### config.mk
export PLATFORM = sky130hd
export DESIGN_NAME = alu_exec_unit
export DESIGN_NICKNAME = d
export VERILOG_FILES = /design/src/rtl/alu_exec_unit_pkg.sv /design/src/rtl/alu_exec_unit_comb.sv /design/src/rtl/alu_exec_unit.sv
export SDC_FILE = /design/constraint.sdc
export NUM_CORES = 1
export LEC_CHECK = 0
export CAP_MARGIN = 20
export CORE_MARGIN = 2
export CORE_UTILIZATION = 35
export CTS_CLUSTER_DIAMETER = 80
export DETAILED_ROUTE_END_ITERATION = 16
export GPL_TIMING_DRIVEN = 0
export PLACE_DENSITY = 0.53
export SYNTH_ARGS = -nofsm -noshare
export SYNTH_HDL_FRONTEND = slang
export SYNTH_HIERARCHICAL = 1
export SYNTH_SLANG_ARGS = --single-unit
### constraint.sdc
create_clock -name clk -period 2.7 [get_ports clk]
set_input_delay 0.405 -clock clk [delete_from_list [all_inputs] [get_ports clk]]
set_output_delay 0.405 -clock clk [all_outputs]
set_load 0.1 [all_outputs]
### src/rtl/alu_exec_unit_pkg.sv
// Shared ALUop encodings used by the decoder and the execute-stage ALU.
// Codes 12..15 are undefined and flagged as illegal by the ALU.
package alu_exec_unit_pkg;

   localparam logic [3:0] ALU_ADDU = 4'd0;
   localparam logic [3:0] ALU_SUBU = 4'd1;
   localparam logic [3:0] ALU_SLT  = 4'd2;
   localparam logic [3:0] ALU_SLTU = 4'd3;
   localparam logic [3:0] ALU_AND  = 4'd4;
   localparam logic [3:0] ALU_OR   = 4'd5;
   localparam logic [3:0] ALU_XOR  = 4'd6;
   localparam logic [3:0] ALU_NOR  = 4'd7;
   localparam logic [3:0] ALU_LUI  = 4'd8;
   localparam logic [3:0] ALU_SLL  = 4'd9;
   localparam logic [3:0] ALU_SRL  = 4'd10;
   localparam logic [3:0] ALU_SRA  = 4'd11;

   function automatic logic is_shift(input logic [3:0] op);
      return (op == ALU_SLL) | (op == ALU_SRL) | (op == ALU_SRA);
   endfunction

endpackage

### src/rtl/alu_exec_unit_comb.sv
// Single-cycle ALU datapath: arithmetic, compare, logic and LUI.
// Shift encodings are legal here but produce 0; the iterative shifter owns them.
module alu_comb_core
   import alu_exec_unit_pkg::*;
#(
   parameter int WIDTH = 32
) (
   input  logic [3:0]       alu_op,
   input  logic [WIDTH-1:0] a,
   input  logic [WIDTH-1:0] b,
   output logic [WIDTH-1:0] res,
   output logic             illegal
);

   always_comb begin
      res     = '0;
      illegal = 1'b0;
      unique case (1'b1)
         (alu_op == ALU_ADDU): res = a + b;
         (alu_op == ALU_SUBU): res = a - b;
         (alu_op == ALU_SLT):
            res = {{(WIDTH-1){1'b0}}, $signed(a) < $signed(b)};
         (alu_op == ALU_SLTU):
            res = {{(WIDTH-1){1'b0}}, a < b};
         (alu_op == ALU_AND):  res = a & b;
         (alu_op == ALU_OR):   res = a | b;
         (alu_op == ALU_XOR):  res = a ^ b;
         (alu_op == ALU_NOR):  res = ~(a | b);
         (alu_op == ALU_LUI):
            res = WIDTH'({b[15:0], 16'h0000});
         is_shift(alu_op):     res = '0;
         default:              illegal = 1'b1;
      endcase
   end

endmodule

### src/rtl/alu_exec_unit.sv
// Execute-stage ALU with valid/ready handshakes, registered result
// and a one-bit-per-cycle shifter in place of a barrel shifter.
module alu_exec_unit
   import alu_exec_unit_pkg::*;
#(
   parameter int WIDTH   = 32,
   parameter int SHAMT_W = 5
) (
   input  logic             clk,
   input  logic             rst_n,
   input  logic             in_valid,
   output logic             in_ready,
   input  logic [3:0]       alu_op,
   input  logic [WIDTH-1:0] a,
   input  logic [WIDTH-1:0] b,
   output logic             out_valid,
   input  logic             out_ready,
   output logic [WIDTH-1:0] result,
   output logic             zero,
   output logic             illegal
);

   localparam logic [1:0] IDLE  = 2'd0;
   localparam logic [1:0] SHIFT = 2'd1;
   localparam logic [1:0] DONE  = 2'd2;

   logic [1:0]         state;
   logic [WIDTH-1:0]   sreg;
   logic [WIDTH-1:0]   sreg_nxt;
   logic [SHAMT_W-1:0] cnt;
   logic [SHAMT_W-1:0] n;
   logic [3:0]         sop;
   logic [WIDTH-1:0]   core_res;
   logic               core_ill;
   logic               acc;

   alu_comb_core #(.WIDTH(WIDTH)) u_core (
      .alu_op  (alu_op),
      .a       (a),
      .b       (b),
      .res     (core_res),
      .illegal (core_ill)
   );

   assign n         = a[SHAMT_W-1:0];
   assign out_valid = (state == DONE);
   assign in_ready  = rst_n & ((state == IDLE) |
                               ((state == DONE) & out_ready));
   assign acc       = in_valid & in_ready;

   always_comb begin
      sreg_nxt = {sreg[WIDTH-1], sreg[WIDTH-1:1]};
      unique case (1'b1)
         (sop == ALU_SLL): sreg_nxt = {sreg[WIDTH-2:0], 1'b0};
         (sop == ALU_SRL): sreg_nxt = {1'b0, sreg[WIDTH-1:1]};
         default:          sreg_nxt = {sreg[WIDTH-1], sreg[WIDTH-1:1]};
      endcase
   end

   always_ff @(posedge clk or negedge rst_n) begin
      if (!rst_n) begin
         state   <= IDLE;
         result  <= '0;
         zero    <= 1'b0;
         illegal <= 1'b0;
         sreg    <= '0;
         cnt     <= '0;
         sop     <= ALU_ADDU;
      end else if (acc) begin
         if (is_shift(alu_op) && (n != '0)) begin
            sreg  <= b;
            cnt   <= n;
            sop   <= alu_op;
            state <= SHIFT;
         end else begin
            state   <= DONE;
            illegal <= core_ill;
            if (is_shift(alu_op)) begin
               result <= b;
               zero   <= (b == '0);
            end else begin
               result <= core_res;
               zero   <= (core_res == '0);
            end
         end
      end else if (state == SHIFT) begin
         sreg <= sreg_nxt;
         cnt  <= cnt - 1'b1;
         // last step lands straight in the result register
         if (cnt == SHAMT_W'(1)) begin
            result  <= sreg_nxt;
            zero    <= (sreg_nxt == '0);
            illegal <= 1'b0;
            state   <= DONE;
         end
      end else if ((state == DONE) && out_ready) begin
         state <= IDLE;
      end
   end

endmodule

After elaboration in Yosys (flattened, before gate mapping)

Cells that the tools add are included.
Widths: inputs -> output; s select.

Output and inout bits: 36
Input port bits: 72
Word-level logic and storage cells: 85
Bits in registers: 77

Bitwise operators: 10
Order comparisons: 2
Multiplexer cells: 28
Equality and inequality tests: 19
Reductions and logical operators: 16
$add $sub $neg: 3

Operators with widths:

| kind                | number |
|---|---|
| $pmux 32 s9         | 1 |
| $mux 32             | 8 |
| $logic_not 32->1    | 3 |
| $lt 32x32->1        | 2 |
| $pmux 32 s2         | 1 |
| $add 32x32->32      | 1 |
| $and 32x32->32      | 1 |
| $not 32->32         | 1 |
| $or 32x32->32       | 1 |
| $sub 32x32->32      | 1 |
| $xor 32x32->32      | 1 |
| $eq 4x4->1 const B  | 6 |
| $eq 4x3->1 const B  | 4 |
| $mux 5              | 3 |
| $mux 1              | 10 |
| $mux 2              | 5 |
| $reduce_or 10->1    | 1 |
| $eq 4x2->1 const B  | 2 |
| $reduce_and 2->1    | 3 |
| $eq 5x1->1 const B  | 1 |
| $reduce_bool 5->1   | 1 |
| $sub 5x1->5 const B | 1 |
| $eq 4x1->1 const B  | 1 |
| $logic_not 4->1     | 1 |
| other kinds (12)    | 18 |

Longest topological paths before layout

Depth in word-level cells: 7
Gate-level depth with buffers: 18
Mapped depth without buffers: 18

Cells and area by module

Netlist, hierarchy kept.

Modules (own cells, without submodules):

| module        | cells an instance | area an instance (um^2) | instances |
|---|---|---|---|
| alu_comb_core | 836               | 5282.6                  | 1 |
| alu_exec_unit | 497               | 4873.4                  | 1 |

Least setup slack after synthesis

No wires, ideal clock.

Path kind: input to register
From: in a[0]
To: reg zero
Arrival: 3829 ps
Stages on the path: 18
Library setup time: 72 ps
Data required time: 2628 ps
Slack: -1200 ps
Cells stage by stage: inv_1 ha_1 fa_1 o21bai_1 a21oi_1 o311a_1 o311a_1 or3_1 a22oi_2 a21boi_0 xnor2_1 a222oi_1 o211ai_1 nor4_1 nand4_1 nor3_1 o21bai_1 nand3_1

Elaborated cells between the ends (all ways): 17
Those cells by class: 2 x add/sub; 2 x order compare; 1 x eq/ne; 4 x mux; 4 x bitwise; 4 x reduce/logical

RTL lines:

| what                                             | RTL line                                           | text |
|---|---|---|
| from (decl)                                      | alu_exec_unit.sv:14                                | `input logic [WIDTH-1:0] a,` |
| $sub 32x32->32 or $add 32x32->32 (tied branches) | alu_exec_unit_comb.sv:20, alu_exec_unit_comb.sv:19 |  |
| $pmux 32 s9 (*)                                  | alu_exec_unit_comb.sv:18                           | `unique case (1'b1)` |
| named net core_res[18]                           | alu_exec_unit.sv:33                                | `logic [WIDTH-1:0] core_res;` |
| $logic_not 32->1 (*)                             | alu_exec_unit.sv:83                                | `zero <= (core_res == '0);` |
| $mux 1 (*)                                       | alu_exec_unit.sv:78                                | `if (is_shift(alu_op)) begin` |
| $mux 1 (*)                                       | alu_exec_unit.sv:70                                | `if (is_shift(alu_op) && (n != '0)) begin` |
| $mux 1 (*)                                       | alu_exec_unit.sv:69                                | `end else if (acc) begin` |
| to (signal assigned)                             | alu_exec_unit.sv:80                                | `zero <= (b == '0);` |
| to (signal assigned)                             | alu_exec_unit.sv:83                                |  |
| to (signal assigned)                             | alu_exec_unit.sv:92                                | `zero <= (sreg_nxt == '0);` |
| to (decl)                                        | alu_exec_unit.sv:19                                | `output logic zero,` |

Mark *: on every way through the listed nets, which the timed path passes. The rest lies on a longest branch. The select of a mux whose other input is x is not followed.
A chain may end at the register's enable or synchronous reset.

Worst setup path in the final report

From: in b[0]
To: reg zero

Elaborated cells between the ends (all ways): 14
Those cells by class: 2 x add/sub; 2 x order compare; 4 x mux; 4 x bitwise; 2 x reduce/logical

RTL lines:

| what                                             | RTL line                                           | text |
|---|---|---|
| from (decl)                                      | alu_exec_unit.sv:15                                | `input logic [WIDTH-1:0] b,` |
| $sub 32x32->32 or $add 32x32->32 (tied branches) | alu_exec_unit_comb.sv:20, alu_exec_unit_comb.sv:19 |  |
| $pmux 32 s9 (*)                                  | alu_exec_unit_comb.sv:18                           |  |
| named net core_res[16]                           | alu_exec_unit.sv:33                                |  |
| $logic_not 32->1 (*)                             | alu_exec_unit.sv:83                                |  |
| $mux 1 (*)                                       | alu_exec_unit.sv:78                                |  |
| $mux 1 (*)                                       | alu_exec_unit.sv:70                                |  |
| $mux 1 (*)                                       | alu_exec_unit.sv:69                                |  |

Marks and branches as above.

==> results by group <==
Outcome
  • Outcome: finished, violations left
  • Failing checks: setup timing

Yosys
  • Avg Cell Area, Syn: 7.62 um^2
  • Cell Area, Synth: 10,200 um^2
  • EDFF count, synth: 0
  • Yosys Warn Count: 6
  • Syn nets: 1,505
  • Synth Flop Type: dfrtp_1
  • Syn Inst Count: 1,333
  • Async SR Flop Fraction: 100%
  • Post-synthesis sequential area ratio: 19.0%
  • Yosys cell types: 92
  • Yosys reg bits: 77

Run
  • Number of max-cap violations: 0

Timing
  • FMAX: 249 MHz
  • Setup violations, final: 26
  • Setup_tns: -19.51 ns
  • Final min period: 4.02 ns
  • Unrepaired setup endpoints after global routing: yes
  • Final Max Slew Viols: 0
  • Final hold violations: 0
  • Setup ws final: -1.32 ns
  • Max-slew headroom: 34.7%
  • Fin Clk Skew: 0.00812 ns
  • Worst-margin pin slew: 0.977 ns
  • Tcrit/Tclk final: 149%

Power and ir drop
  • VDD IR max: 289 uV
  • Leakage: 0.00639 uW
  • Power Dens Cells: 359 nW/um^2

Clock tree
  • Sink Count: 77
  • Clk buf depth: 2
  • Num CTS Buffers: 9
  • H-tree depth: 3
  • CTS clk-pin slew, worst paths: 0.06 ns
  • CTS tree: done
  • Latest clock arrival within the worst-skew pair: 0.34 ns
  • Clock root buffer master: clkbuf_16

Floorplan
  • Core area: 28,600 um^2
  • Core Rows: 62
  • Starting Density: 35.5%
  • # IOs: 108
  • Die area: 30,400 um^2
  • Chip height: 174 um
  • Die span in x: 174 um

Worst setup path
  • FF-to-FF End: result[14]
  • Data required, critical path: 2.98 ns
  • R2r setup slk: 0.80 ns
  • Type of origin of the critical path: input pin
  • Max FO, Critical Path: 7
  • Worst r2r src: state[1]
  • CP Cell Sequence: buf_12 -> ha_4 -> fa_2 -> o21bai_1 -> a21oi_2 -> o311a_4 -> o311a_4 -> or3_4 -> a22oi_2 -> buf_4 -> buf_6 -> o22ai_4 -> nor2_2 -> a21oi_2 -> a221o_1 -> nor4_2 -> nand4_1 -> nor3_2 -> o21bai_1 -> nand3_1
  • Crit path kind: in2reg
  • Slowest cell on crit path: fa_2
  • CP Capture Type: flip-flop
  • Worst EP arrival: 4.30 ns
  • Worst reg2reg path depth: 6
  • Slowest stage delay, CP: 0.34 ns

GRT
  • Gr usage total: 28.1%
  • Vias in the first global route: 10,900
  • First-pass GRT wire length: 65,700 um
  • Largest net degree at the start of global routing: 66
  • Initial antenna violation count: 1
  • Grt total ovfl: 0

Layout
  • Commonest non-fill, non-tap cell in the layout: nand2_1
  • # fillers: 2,766
  • Layout Area Growth over Synthesis: 40.4%
  • Layout cells sized above 1: 31.8%
  • Non-Filler Instances: 1,899
  • Final net count: 1,682
  • Most frequent cells in the layout: nand2_1, nor2_1, buf_4, dfrtp_1, inv_1
  • Antenna cells: 0

Place
  • Placed Cells incl. Taps: 1,826
  • Placer Congestion: 0.947
  • Post-DP HPWL: 32,900 um
  • IO Port Bufs: 107

Routing
  • DR vias/cell: 6.03
  • ANT nets after route: 0
  • Via count: 11,400
  • Drt wl/cell: 23.3 um
  • DRC: 0
  • Routed Wire Length: 44,300 um
  • DR pass1 iterations: 8
  • DRT iter0 DRCs: 1,269

Min path
  • Hold Crit Class: in2async
[synth_stat cells (5+ instances only)]
cell type  count  area share [%]
buf_4          8            0.59
a21boi_0      26             1.9
or3_1          6            0.37
buf_2         17            0.84
mux2_4        23             3.4
a21oi_1       88             4.3
buf_1          8            0.30
inv_1        106             3.9
o221ai_1      16             1.4
a211oi_1      15             1.1
a21boi_1       8            0.59
mux2_1         6            0.67
buf_6          5            0.55
nand4_1        8            0.49
clkbuf_1      46             1.7
nor3_1        32             1.6
mux2_2         8            0.89
dfrtp_1       77              19
a21o_1        11            0.81
a221oi_1      11            0.95
o2111ai_1      5            0.43
o21bai_1      15             1.1
o31ai_1        6            0.44
a222oi_1       6            0.59
a211o_1        6            0.52
o21ai_0       79             3.9
mux2i_1       43             4.2
nand3_2       20             2.0
xnor2_1        5            0.43
o22ai_1       11            0.68
nand2_1      194             7.2
nand3_1       29             1.4
and2_1         5            0.31
or2_2          6            0.37
a31oi_1       22             1.4
nor2_1        90             3.3
nor4_1        27             1.7
nand2b_1      11            0.68
a22oi_1        6            0.44
nor2b_1        8            0.49
o211ai_1      39             2.9
ha_1          98              12
[stage by stage]
| step | total power (uW) | hold slack (ns) | instance area (um^2) | util (%) | setup WS [ns] |
|---|---|---|---|---|---|
| CTS | 4860 | 0.0885 | 13500 | 47.2 | -1.50 |
| global route | 5320 | 0.0996 | 14300 | 49.8 | -1.38 |
| detailed placement | 3180 | 0.291 | 12000 | 42.0 | -3.08 |
| floorplan | 2510 | 0.109 | 10400 | - | -1.01 |
| finish | 5120 | 0.0756 | 14300 | 49.8 | -1.32 |
| global placement | 3170 | 0.475 | 12000 | 41.8 | -3.19 |
[sequential cells by signal, summed over array words and instances (netlist names)]
register,flops
zero,1
sop,4
cnt,5
state,2
illegal,1
result,32
sreg,32
[power by group]
group	total (uW)	leakage, uW	switching [uW]	internal, uW
clock	1350	0.000152	510	837
sequential	1230	0.000925	35.7	1200
combinational	2540	0.00532	1540	1000
[area by class of cell]
class                      instances  area [um^2]  share of cell area [%]
multi-input combinational       1063         8710                    61.1
sequential                        77         1930                    13.5
timing repair buffer             184         1810                    12.7
buffer                            69          534                    3.75
tap                              384          480                    3.37
inverter                         106          468                    3.28
clock buffer                      11          243                    1.70
clock inverter                     5         83.8                   0.588
[kinds of logic after synthesis]
| family | share of synthesized area [%] |
|---|---|
| adders and majority gates | 12.5 |
| AOI/OAI and AO/OA | 28.2 |
| buffers and inverters | 8.44 |
| xor gates and xnor gates | 0.604 |
| muxes | 9.19 |
| and+or+nand+nor | 22.1 |
| DFF | 19.0 |
[critical path: cells and delay by family]
kind                       cells  cell delay, ns
AOI/OAI and AO/OA              9            1.73
adders and majority gates      2            0.50
buffers and inverters          3            0.41
and+or+nand+nor                6            1.25
[worst max-delay path by stage]
stage               depth (start not counted)  endpoint   from
floorplan                                  18      zero   a[0]
global placement                            3  in_ready  rst_n
detailed placement                         18      zero   a[0]
CTS                                        20      zero   a[0]
global route                               20      zero   a[0]
finish                                     20      zero   b[0]
[routing by layer]
layer / track usage, % / part of all wire [%]
met5: 0 / 0.029
met4: 8.96 / 3.3
met3: 4.31 / 7.4
met2: 45.0 / 45
met1: 38.6 / 44
[repair_timing]
item,4_1_cts,5_1_grt
endpoints found under the setup margin,34,33
hold endpoints to repair,15,0
hold buffers,1,0
pin swaps,67,96
buffers inserted,48,31
gates resized for setup,408,177
cloned,0,0
Power figures use the tool's default switching activity.
